File: config.mk
export PLATFORM = sky130hd
export DESIGN_NAME = esc_multi_drive
export DESIGN_NICKNAME = d
export VERILOG_FILES = /design/src/rtl/motor_drive_pkg.sv /design/src/rtl/esc_pulse_channel.sv /design/src/rtl/esc_multi_drive.sv
export SDC_FILE = /design/constraint.sdc
export NUM_CORES = 1
export LEC_CHECK = 0
export BUFFER_PORTS_ARGS = -buffer_cell sky130_fd_sc_hd__buf_2
export CAP_MARGIN = 20
export CORE_MARGIN = 1
export CORE_UTILIZATION = 40
export CTS_BUF_LIST = sky130_fd_sc_hd__clkbuf_2 sky130_fd_sc_hd__clkbuf_4 sky130_fd_sc_hd__clkbuf_8
export CTS_CLUSTER_SIZE = 8
export DETAILED_ROUTE_END_ITERATION = 10
export PLACE_DENSITY = 0.66
export SKIP_CTS_REPAIR_TIMING = 1
export SLEW_MARGIN = 20
export SYNTH_ARGS = -nofsm -noshare
export SYNTH_HDL_FRONTEND = slang
export SYNTH_SLANG_ARGS = --single-unit
File: constraint.sdc
create_clock -name c50m -period 15.4 [get_ports c50m]
set_input_delay 0 -clock c50m [delete_from_list [all_inputs] [get_ports c50m]]
set_output_delay 0 -clock c50m [all_outputs]
set_load 0.05 [all_outputs]
File: src/rtl/motor_drive_pkg.sv
// Shared types and helpers for the multi-channel ESC drive.
// Holds the drive state encoding and the throttle-to-pulse-width mapping,
// so the RTL and any reference model compute pulse widths identically.
package motor_drive_pkg;

  localparam int DRIVE_STATE_W = 2;

  typedef enum logic [DRIVE_STATE_W-1:0] {
    DISARMED = 2'd0,
    ARMING   = 2'd1,
    ARMED    = 2'd2,
    FAULT    = 2'd3
  } drive_state_t;

  // Pulse width in clocks for a ramped command: min width plus the scaled span.
  function automatic int pulse_width(input int ramped_val, input int cmd_w,
                                     input int pulse_min, input int pulse_span);
    longint prod;
    prod = longint'(ramped_val) * longint'(pulse_span);
    return pulse_min + int'(prod >> cmd_w);
  endfunction

endpackage

File: src/rtl/esc_pulse_channel.sv
// One ESC channel: target register, frame-synchronous slew limiter,
// per-frame pulse-width latch and pulse comparator.
// Optional feature macro: MOTOR_ASYM_RAMP_EN (separate ramp-down step RAMP_STEP_DN).
module esc_pulse_channel
  import motor_drive_pkg::*;
#(
  parameter int CMD_W          = 12,
  parameter int PULSE_MIN_CYC  = 50000,
  parameter int PULSE_SPAN_CYC = 50000,
  parameter int RAMP_STEP      = 64,
`ifdef MOTOR_ASYM_RAMP_EN
  parameter int RAMP_STEP_DN   = 256,
`endif
  parameter int CNT_W          = 20
) (
  input  logic             c50m,
  input  logic             reset_n,
  input  logic             tick,
  input  logic             ramp_en,
  input  logic             clr,
  input  logic             out_en,
  input  logic             brake,
  input  logic             cmd_valid,
  input  logic [CMD_W-1:0] cmd_in,
  input  logic [CNT_W-1:0] frame_cnt,
  output logic             pwm_out,
  output logic [CMD_W-1:0] ramped,
  output logic             target_zero
);

`ifdef MOTOR_ASYM_RAMP_EN
  localparam int STEP_DN_I = RAMP_STEP_DN;
`else
  localparam int STEP_DN_I = RAMP_STEP;
`endif
  // Steps are saturated to the CMD_W+1 bit ramp arithmetic range.
  localparam int R_MAX       = (2 ** (CMD_W + 1)) - 1;
  localparam int STEP_UP_SAT = (RAMP_STEP > R_MAX) ? R_MAX : RAMP_STEP;
  localparam int STEP_DN_SAT = (STEP_DN_I > R_MAX) ? R_MAX : STEP_DN_I;
  localparam logic [CMD_W:0] STEP_UP = STEP_UP_SAT[CMD_W:0];
  localparam logic [CMD_W:0] STEP_DN = STEP_DN_SAT[CMD_W:0];
  localparam int PW_W  = $clog2(PULSE_MIN_CYC + PULSE_SPAN_CYC + 1);
  localparam int CMP_W = (PW_W > CNT_W) ? PW_W : CNT_W;

  logic [CMD_W-1:0] target_q, target_d;
  logic [CMD_W-1:0] ramped_q, ramped_d;
  logic [CMP_W-1:0] pw_lat_q, pw_lat_d;
  logic             pwm_q, pwm_d;
  logic [CMD_W:0]   tgt_w, cur_w, diff_w, stepped_w;
  logic [CMP_W-1:0] cnt_ext;
  int               pw_int;

  // Slew limiter: move toward the target by at most one step, never past it.
  always_comb begin
    tgt_w     = {1'b0, target_q};
    cur_w     = {1'b0, ramped_q};
    diff_w    = '0;
    stepped_w = cur_w;
    if (tgt_w > cur_w) begin
      diff_w    = tgt_w - cur_w;
      stepped_w = (diff_w > STEP_UP) ? (cur_w + STEP_UP) : tgt_w;
    end else begin
      diff_w    = cur_w - tgt_w;
      stepped_w = (diff_w > STEP_DN) ? (cur_w - STEP_DN) : tgt_w;
    end
  end

  // Next target, ramp value, latched width and pulse level.
  always_comb begin
    target_d = cmd_valid ? cmd_in : target_q;
    ramped_d = ramped_q;
    if (clr) begin
      ramped_d = '0;
    end else if (ramp_en) begin
      ramped_d = brake ? '0 : stepped_w[CMD_W-1:0];
    end
    pw_int   = pulse_width(int'(ramped_d), CMD_W, PULSE_MIN_CYC, PULSE_SPAN_CYC);
    // Width for the new frame is used already in the tick cycle so the
    // pulse starts exactly at frame start; mid-frame it is frozen.
    pw_lat_d = tick ? pw_int[CMP_W-1:0] : pw_lat_q;
    cnt_ext  = CMP_W'(frame_cnt);
    pwm_d    = out_en && (cnt_ext < pw_lat_d);
  end

  // Channel state registers.
  always_ff @(posedge c50m or negedge reset_n) begin
    if (!reset_n) begin
      target_q <= '0;
      ramped_q <= '0;
      pw_lat_q <= '0;
      pwm_q    <= 1'b0;
    end else begin
      target_q <= target_d;
      ramped_q <= ramped_d;
      pw_lat_q <= pw_lat_d;
      pwm_q    <= pwm_d;
    end
  end

  assign pwm_out     = pwm_q;
  assign ramped      = ramped_q;
  assign target_zero = (target_q == '0);

endmodule

File: src/rtl/esc_multi_drive.sv
// Multi-channel throttle-to-ESC drive: frame counter, command timeout,
// arm/disarm/failsafe FSM and NUM_CH slew-limited pulse channels.
// Optional feature macro: MOTOR_ASYM_RAMP_EN (adds RAMP_STEP_DN).
module esc_multi_drive
  import motor_drive_pkg::*;
#(
  parameter int NUM_CH         = 2,
  parameter int CMD_W          = 12,
  parameter int FRAME_CYC      = 1000000,
  parameter int PULSE_MIN_CYC  = 50000,
  parameter int PULSE_SPAN_CYC = 50000,
  parameter int RAMP_STEP      = 64,
`ifdef MOTOR_ASYM_RAMP_EN
  parameter int RAMP_STEP_DN   = 256,
`endif
  parameter int ARM_FRAMES     = 50,
  parameter int TIMEOUT_FRAMES = 10
) (
  input  logic                     c50m,
  input  logic                     reset_n,
  input  logic                     cmd_valid,
  input  logic [NUM_CH*CMD_W-1:0]  cmd,
  input  logic                     arm_req,
  input  logic                     brake,
  output logic [NUM_CH-1:0]        pwm_out,
  output logic [NUM_CH*CMD_W-1:0]  ramped_cmd,
  output logic [DRIVE_STATE_W-1:0] drive_state,
  output logic                     frame_tick
);

  localparam int CNT_W = (FRAME_CYC > 1) ? $clog2(FRAME_CYC) : 1;
  localparam int TO_W  = $clog2(TIMEOUT_FRAMES + 1);
  localparam int AC_W  = $clog2(ARM_FRAMES + 1);
  localparam logic [CNT_W-1:0] CNT_LAST = CNT_W'(FRAME_CYC - 1);
  localparam logic [TO_W-1:0]  TO_MAX   = TO_W'(TIMEOUT_FRAMES);
  localparam logic [AC_W-1:0]  ARM_LAST = AC_W'(ARM_FRAMES);

  logic [CNT_W-1:0] frame_cnt_q, frame_cnt_d;
  logic             frame_tick_q, frame_tick_d;
  logic [TO_W-1:0]  timeout_q, timeout_d;
  logic [AC_W-1:0]  arm_cnt_q, arm_cnt_d;
  drive_state_t     state_q, state_d;
  logic [NUM_CH-1:0] target_zero;
  logic             all_zero, ramp_en, clr, out_en;

  assign all_zero = &target_zero;

  // Frame counter, registered frame-start strobe and command timeout.
  always_comb begin
    frame_cnt_d  = (frame_cnt_q == CNT_LAST) ? '0 : frame_cnt_q + CNT_W'(1);
    frame_tick_d = (frame_cnt_d == '0);
    timeout_d    = timeout_q;
    if (cmd_valid) begin
      timeout_d = '0;
    end else if (frame_tick_q && (timeout_q != TO_MAX)) begin
      timeout_d = timeout_q + TO_W'(1);
    end
  end

  // Drive FSM: only an arm_req drop acts mid-frame, everything else waits for a frame start.
  always_comb begin
    state_d   = state_q;
    arm_cnt_d = arm_cnt_q;
    case (state_q)
      DISARMED: begin
        arm_cnt_d = '0;
        if (frame_tick_q && arm_req && all_zero) state_d = ARMING;
      end
      ARMING: begin
        if (!arm_req) begin
          state_d   = DISARMED;
          arm_cnt_d = '0;
        end else if (frame_tick_q) begin
          if (!all_zero) begin
            state_d   = DISARMED;
            arm_cnt_d = '0;
          end else if ((arm_cnt_q + AC_W'(1)) == ARM_LAST) begin
            state_d   = ARMED;
            arm_cnt_d = '0;
          end else begin
            arm_cnt_d = arm_cnt_q + AC_W'(1);
          end
        end
      end
      ARMED: begin
        if (!arm_req) state_d = DISARMED;
        else if (frame_tick_q && (timeout_d == TO_MAX)) state_d = FAULT;
      end
      FAULT: begin
        if (!arm_req) state_d = DISARMED;
      end
      default: state_d = DISARMED;
    endcase
  end

  // Ramping only while staying armed across a frame start; ramps are zero in every other state.
  assign ramp_en = frame_tick_q && (state_q == ARMED) && (state_d == ARMED);
  assign clr     = (state_d != ARMED);
  assign out_en  = (state_d != DISARMED);

  // Top-level state registers.
  always_ff @(posedge c50m or negedge reset_n) begin
    if (!reset_n) begin
      frame_cnt_q  <= '0;
      frame_tick_q <= 1'b0;
      timeout_q    <= '0;
      arm_cnt_q    <= '0;
      state_q      <= DISARMED;
    end else begin
      frame_cnt_q  <= frame_cnt_d;
      frame_tick_q <= frame_tick_d;
      timeout_q    <= timeout_d;
      arm_cnt_q    <= arm_cnt_d;
      state_q      <= state_d;
    end
  end

  genvar gi;
  generate
    for (gi = 0; gi < NUM_CH; gi++) begin : g_ch
      esc_pulse_channel #(
        .CMD_W          (CMD_W),
        .PULSE_MIN_CYC  (PULSE_MIN_CYC),
        .PULSE_SPAN_CYC (PULSE_SPAN_CYC),
        .RAMP_STEP      (RAMP_STEP),
`ifdef MOTOR_ASYM_RAMP_EN
        .RAMP_STEP_DN   (RAMP_STEP_DN),
`endif
        .CNT_W          (CNT_W)
      ) u_ch (
        .c50m        (c50m),
        .reset_n     (reset_n),
        .tick        (frame_tick_q),
        .ramp_en     (ramp_en),
        .clr         (clr),
        .out_en      (out_en),
        .brake       (brake),
        .cmd_valid   (cmd_valid),
        .cmd_in      (cmd[gi*CMD_W +: CMD_W]),
        .frame_cnt   (frame_cnt_q),
        .pwm_out     (pwm_out[gi]),
        .ramped      (ramped_cmd[gi*CMD_W +: CMD_W]),
        .target_zero (target_zero[gi])
      );
    end
  endgenerate

  assign drive_state = state_q;
  assign frame_tick  = frame_tick_q;

endmodule

---- Word level (Yosys, flattened, before mapping) ----
Cells that the tools add are included.
W data, S select, Z words.
word-level totals
  flip-flop bits (word level) ............. 123
  logic and storage cells ................. 93
operators by class
  $lt $le $gt $ge ......................... 8
  eq/ne operators ......................... 10
  multiplexer cells ....................... 31
  reductions and logical operators ........ 16
  add/subtract/negate cells ............... 13
  $mul .................................... 2
operator list
  operator                  count
  $mux W12                  12
  $mux W20                  3
  $gt A13 B7 Y1 const B     4
  $sub A12 B12 Y13          4
  $mul A12 B12 Y24 const B  2
  $add A17 B20 Y20 const A  2
  $lt A20 B20 Y1            2
  $add A12 B7 Y12 const B   2
  $gt A12 B12 Y1            2
  $logic_not A12 Y1         2
  $mux W6                   4
  $sub A12 B7 Y12 const B   2
  $add A20 B1 Y20 const B   1
  $eq A20 B20 Y1 const B    1
  $logic_not A20 Y1         1
  $mux W2                   8
  $pmux W6 S2               1
  $logic_and A1 B1 Y1       8
  $mux W4                   2
  $pmux W2 S4               1
  $add A6 B1 Y6 const B     1
  $eq A2 B2 Y1 const B      3
  $eq A6 B6 Y1 const B      1
  $add A4 B1 Y4 const B     1
  other kinds (8)           10

---- Logic depth before layout (Yosys ltp) ----
  depth after elaboration ................. 18
  depth in mapped cells ................... 51
  mapped depth without buffers ............ 50

---- Cells and area by module ----
From an unflattened synthesis, not the netlist that was laid out.
second synthesis, totals
  cell total of the unflattened synthesis .. 1,798
  area, all modules ....................... 15,593.7 um2
modules (own cells, without submodules)
  module                             times used  area an instance (um2)  cells each
  esc_pulse_channel at g_ch[0].u_ch  1           6,887.9                 799
  esc_pulse_channel at g_ch[1].u_ch  1           6,765.2                 786
  esc_multi_drive                    1           1,940.6                 213

---- Least setup slack after synthesis ----
OpenSTA, ideal clock, no wires.
  path type ............................... register -> register
  start point ............................. reg g_ch[1].u_ch.ramped_q[8]
  end point ............................... reg g_ch[1].u_ch.pwm_q
  required time ........................... 15,282 ps
  data arrival time ....................... 9,763 ps
  setup time .............................. 118 ps
  cell stages (with the launch flop) ...... 41
  period minus slack after synthesis ...... 9,882 ps
  path slack .............................. 5,518 ps
  path through ............................ dfrtp_1 > clkbuf_1 > inv_1 > ha_1 > buf_2 > o211ai_1 > a21oi_1 > o211ai_1 > and4_1 > a311oi_1 > nand2_1 > and2_0 > and3_1 > mux4_2 > o31ai_1 > ha_1 > ha_1 > ha_1 > [... 5 more ...] > nand3_1 > nor3_1 > nand4_1 > inv_1 > o211ai_1 > o21ai_2 > a2111oi_4 > a311oi_2 > nor3_1 > a2111o_1 > and3_1 > ha_1 > nand4_1 > nor4_1 > a221oi_1 > o2111ai_1 > nor2_1 > a21o_1
on the way
  longest elaborated chain between the ends .. 12
  elaborated cells on any way between the ends .. 18
  classes of those cells .................. add/sub (5); mul (1); order compare (4); mux (7); reduce/logical (1)
RTL lines
  what                                 RTL line                                          RTL
  from (decl)                          esc_pulse_channel.sv:46                           logic [CMD_W-1:0] ramped_q, ramped_d;
  from (signal assigned)               esc_pulse_channel.sv:94                           ramped_q <= ramped_d;
  $sub A12 B12 Y13 (on tied branches)  esc_pulse_channel.sv:63, esc_pulse_channel.sv:60
  $gt A13 B7 Y1 (on tied branches)     esc_pulse_channel.sv:64, esc_pulse_channel.sv:61
  $mux W12 (on tied branches)          esc_pulse_channel.sv:64, esc_pulse_channel.sv:61
  $mux W12 (*)                         esc_pulse_channel.sv:59                           if (tgt_w > cur_w) begin
  $mux W12 (*)                         esc_pulse_channel.sv:75                           ramped_d = brake ? '0 : stepped_w[CMD_W-1:0];
  $mux W12 (*)                         esc_pulse_channel.sv:74                           end else if (ramp_en) begin
  $mux W12 (*)                         esc_pulse_channel.sv:72                           if (clr) begin
  named net g_ch[1].u_ch.ramped_d[9]   esc_pulse_channel.sv:46
  $mul A12 B12 Y24 (*)                 motor_drive_pkg.sv:19                             prod = longint'(ramped_val) * longint'(pulse_span);
  $add A17 B20 Y20 (*)                 motor_drive_pkg.sv:20                             return pulse_min + int'(prod >> cmd_w);
  $mux W20 (*)                         esc_pulse_channel.sv:80                           pw_lat_d = tick ? pw_int[CMP_W-1:0] : pw_lat_q;
  $lt A20 B20 Y1 (*)                   esc_pulse_channel.sv:82                           pwm_d = out_en && (cnt_ext < pw_lat_d);
  $logic_and A1 B1 Y1 (*)              esc_pulse_channel.sv:82
  named net g_ch[1].u_ch.pwm_d         esc_pulse_channel.sv:48                           logic pwm_q, pwm_d;
  to (signal assigned)                 esc_pulse_channel.sv:96                           pwm_q <= pwm_d;
  to (decl)                            esc_pulse_channel.sv:48
Mark *: on every way through the listed nets, which the timed path passes. The rest lies on a longest branch.
A chain may end at the register's enable or synchronous reset.

---- Worst setup path after layout ----
Ends and elaborated chain as after synthesis.

==> run metrics <==
Worst Path Arrival 11.56 ns; Post-synth top flop dfrtp_1; delay-heaviest family, CP simple AND/OR/NAND/NOR gates; post-synthesis sequential area ratio 20.36%; Final Skew 0.01601 ns; Setup Slack @ Placement 4.319 ns; Final period util 72.79%; YS warnings 0; worst skew pair latency 0.47 ns; diode count 0; DRT iter0 DRCs 838; htree depth 4; fmax 89.21 MHz; # rows 70; required time worst endpoint 15.75 ns; flops & latches, synth 123; switching share of power 29.54%; Reg power frac 42.2%; Multi-input gate area 0.01104 mm²; CP most frequent cell ha_1; Post-Syn Area 0.01512 mm²; Layout Nets 2140; leakage power 8.488 nW; number of global-route vias before repair 12650; status complete, no violations; final setup margin 4.191 ns; dpl hpwl 31470 µm; gr usage total 21.06%; worst min path class in -> async; Slew Limit Fails 0; CTS tree done; DR DRC count 0; crit end category flop; unrepaired setup endpoints after global routing no; routed length per placed instance 17.02 µm; crit path from g_ch[1].u_ch.ramped[8]$_DFF_PN0_; FF/Latch Area 0.003079 mm²; Comb pwr share 15.9%; Num CTS Buffers 17; clock share of power 41.9%; fin crit period 11.21 ns; full die area 0.03858 mm²; Crit-path slowest cell o31ai_1; critical path peak fanout 13; clock buffer depth 2; routed wire length 39430 µm; IR drop worst, VDD 0.04787 mV; final setup fails 0; core footprint 0.03687 mm²; Die X 196.4 µm; TritonRoute pass-1 iters 7; max cap viols 0; CP startpoint kind flop; Fill cells 3561; Post-Syn Nets 2090; setup tns final 0 ns; Post-Synthesis Cells 1749; P_int 564.9 µW; Post-synth EDFFs 0; Tightest Pin Transition 0.9502 ns; height of the die 196.4 µm; I/O pins 58; slew margin rel. 36.66%; CP max stage delay 0.67 ns; design area 0.01655 mm²; Core Util, Final 44.89%; Root Driver clkbuf_8; clk sinks 123; via count 13000; Critical path buffers and inverters 4; Avg Cell Area, Syn 8.645 µm²; Psw 236.8 µW; largest net degree at the start of global routing 71; Syn-to-layout area delta 9.475%; Via density 5.613; I/O Buffers 57; first-pass GRT wire length 65660 µm; PD cells 48.44 mW/mm²; final hold vios 0; initial antenna violation count 0; Starting Density 41.00%; ys async rst share 100.0%; Post-DP Area 0.01584 mm²; WS Path Type reg -> reg; ANT nets after route 0; gr ovfl total 0; GPL Wtd Cong 0.9152; layout cell share with drive strength beyond 1 8.664%; reg2reg start g_ch[1].u_ch.ramped[8]$_DFF_PN0_; total power draw 801.8 µW; clock-pin slew of the registers on the worst-case setup and hold paths 0.08 ns; Netlist cell types 101
## path summary, 6_finish.rpt
kind / endpoint / slack [ns] / cells past startpoint
max: g_ch[1].u_ch.pwm_out$_DFF_PN0_ / 4.19 / 37
min: g_ch[0].u_ch.pw_lat_q[8]$_DFF_PN0_ / 0.05 / 2
max reg2reg: g_ch[1].u_ch.pwm_out$_DFF_PN0_ / 4.19 / 37
min reg2reg: g_ch[1].u_ch.pw_lat_q[19]$_DFF_PN0_ / 0.47 / 2
max in group asynchronous: g_ch[1].u_ch.target_q[0]$_DFFE_PN0P_ / 13.99 / 3
min in group c50m: timeout_q[0]$_DFF_PN0_ / 0.14 / 3
## power by group through the flow
stage | Clock (mW) | Sequential, mW | Combinational (mW)
2_1_floorplan | 0 | 0.340 | 0.0888
3_3_place_gp | 0 | 0.344 | 0.120
3_5_place_dp | 0 | 0.344 | 0.121
4_1_cts | 0.342 | 0.338 | 0.122
5_1_grt | 0.354 | 0.339 | 0.142
6_report | 0.336 | 0.338 | 0.128
## layout make-up
| class | count | share of cell area (%) |
|---|---|---|
| clock inverter | 13 | 1.157 |
| sequential | 123 | 18.60 |
| tap | 504 | 3.810 |
| multi-input combinational | 1368 | 66.71 |
| inverter | 200 | 4.535 |
| timing repair buffer | 89 | 3.606 |
| clock buffer | 19 | 1.580 |
## synth_stat cells (17+ instances only)
cell	instances	area [µm²]
a21o_1	46	345.3
a21oi_1	100	500.5
a31oi_1	23	143.9
and2_1	22	137.6
and3_1	17	106.4
clkbuf_1	38	142.6
dfrtp_1	123	3078
fa_1	48	960.9
ha_1	264	3303
inv_1	200	750.7
nand2_1	132	495.5
nand2b_1	18	112.6
nand3_1	43	215.2
nand4_1	27	168.9
nor2_1	89	334.1
nor2b_1	26	162.7
nor3_1	45	225.2
o211ai_1	17	127.6
o21ai_0	96	480.5
xnor2_1	63	551.8
xor2_1	32	280.3
## per-stage QoR
stage | instances | hold slack (ns)
floorplan | 1749 | -0.2956
global placement | 2258 | -0.009132
detailed placement | 2258 | -0.002297
CTS | 2290 | -0.5128
global route | 2316 | 0.07818
finish | 2316 | 0.04604
## worst reg2reg max path: cells and delay by family, from the launching register on
kind	cells	cell delay, ns
multiplexers	1	0.49
AO/OA/AOI/OAI	11	2.93
flip-flops	1	0.51
buffers and inverters	4	0.40
adder cells (fa/ha/maj)	8	3.37
AND/OR/NAND/NOR	13	3.41
## sequential cells by signal, summed over array words and instances, names as in the netlist
signal and cells:
g_ch.u_ch.pwm_out 2, drive_state 2, frame_cnt_q 20, arm_cnt_q 6, g_ch.u_ch.target_q 24, g_ch.u_ch.pw_lat_q 40
timeout_q 4, frame_tick 1, g_ch.u_ch.ramped 24
## placed cells by master (no fill, tap or decap), types with 23 or more instances in the layout
master,count
ha_1,264
xor2_1,32
a31oi_1,23
dfrtp_1,122
fa_1,48
nand4_1,27
nand2_1,132
buf_2,56
inv_1,200
o21ai_0,96
a21o_1,46
nor3_1,45
dlygate4sd3_1,26
nand3_1,43
xnor2_1,63
a21oi_1,100
nor2b_1,26
nor2_1,88
## cells by family (layout without fill, tap and decap cells)
logic type	after synthesis	count (layout)	share of synthesized area, %
and+or+nand+nor	498	498	16.94
xor gates and xnor gates	97	97	5.793
adders and majority gates	312	312	28.20
buffers and inverters	258	321	6.629
DFF	123	123	20.36
AOI/OAI and AO/OA	437	437	20.29
muxes	24	24	1.787
## per-layer routing
metal  up-vias  global-route usage [%]  routed length, µm
li1       6356                       -                  -
met2       337                   34.23              18190
met5         -                       0                  0
met3        47                   2.635               1690
met4         0                   5.700                770
met1      6259                   29.34              18770
No activity file was read; power rests on OpenSTA's default activity.
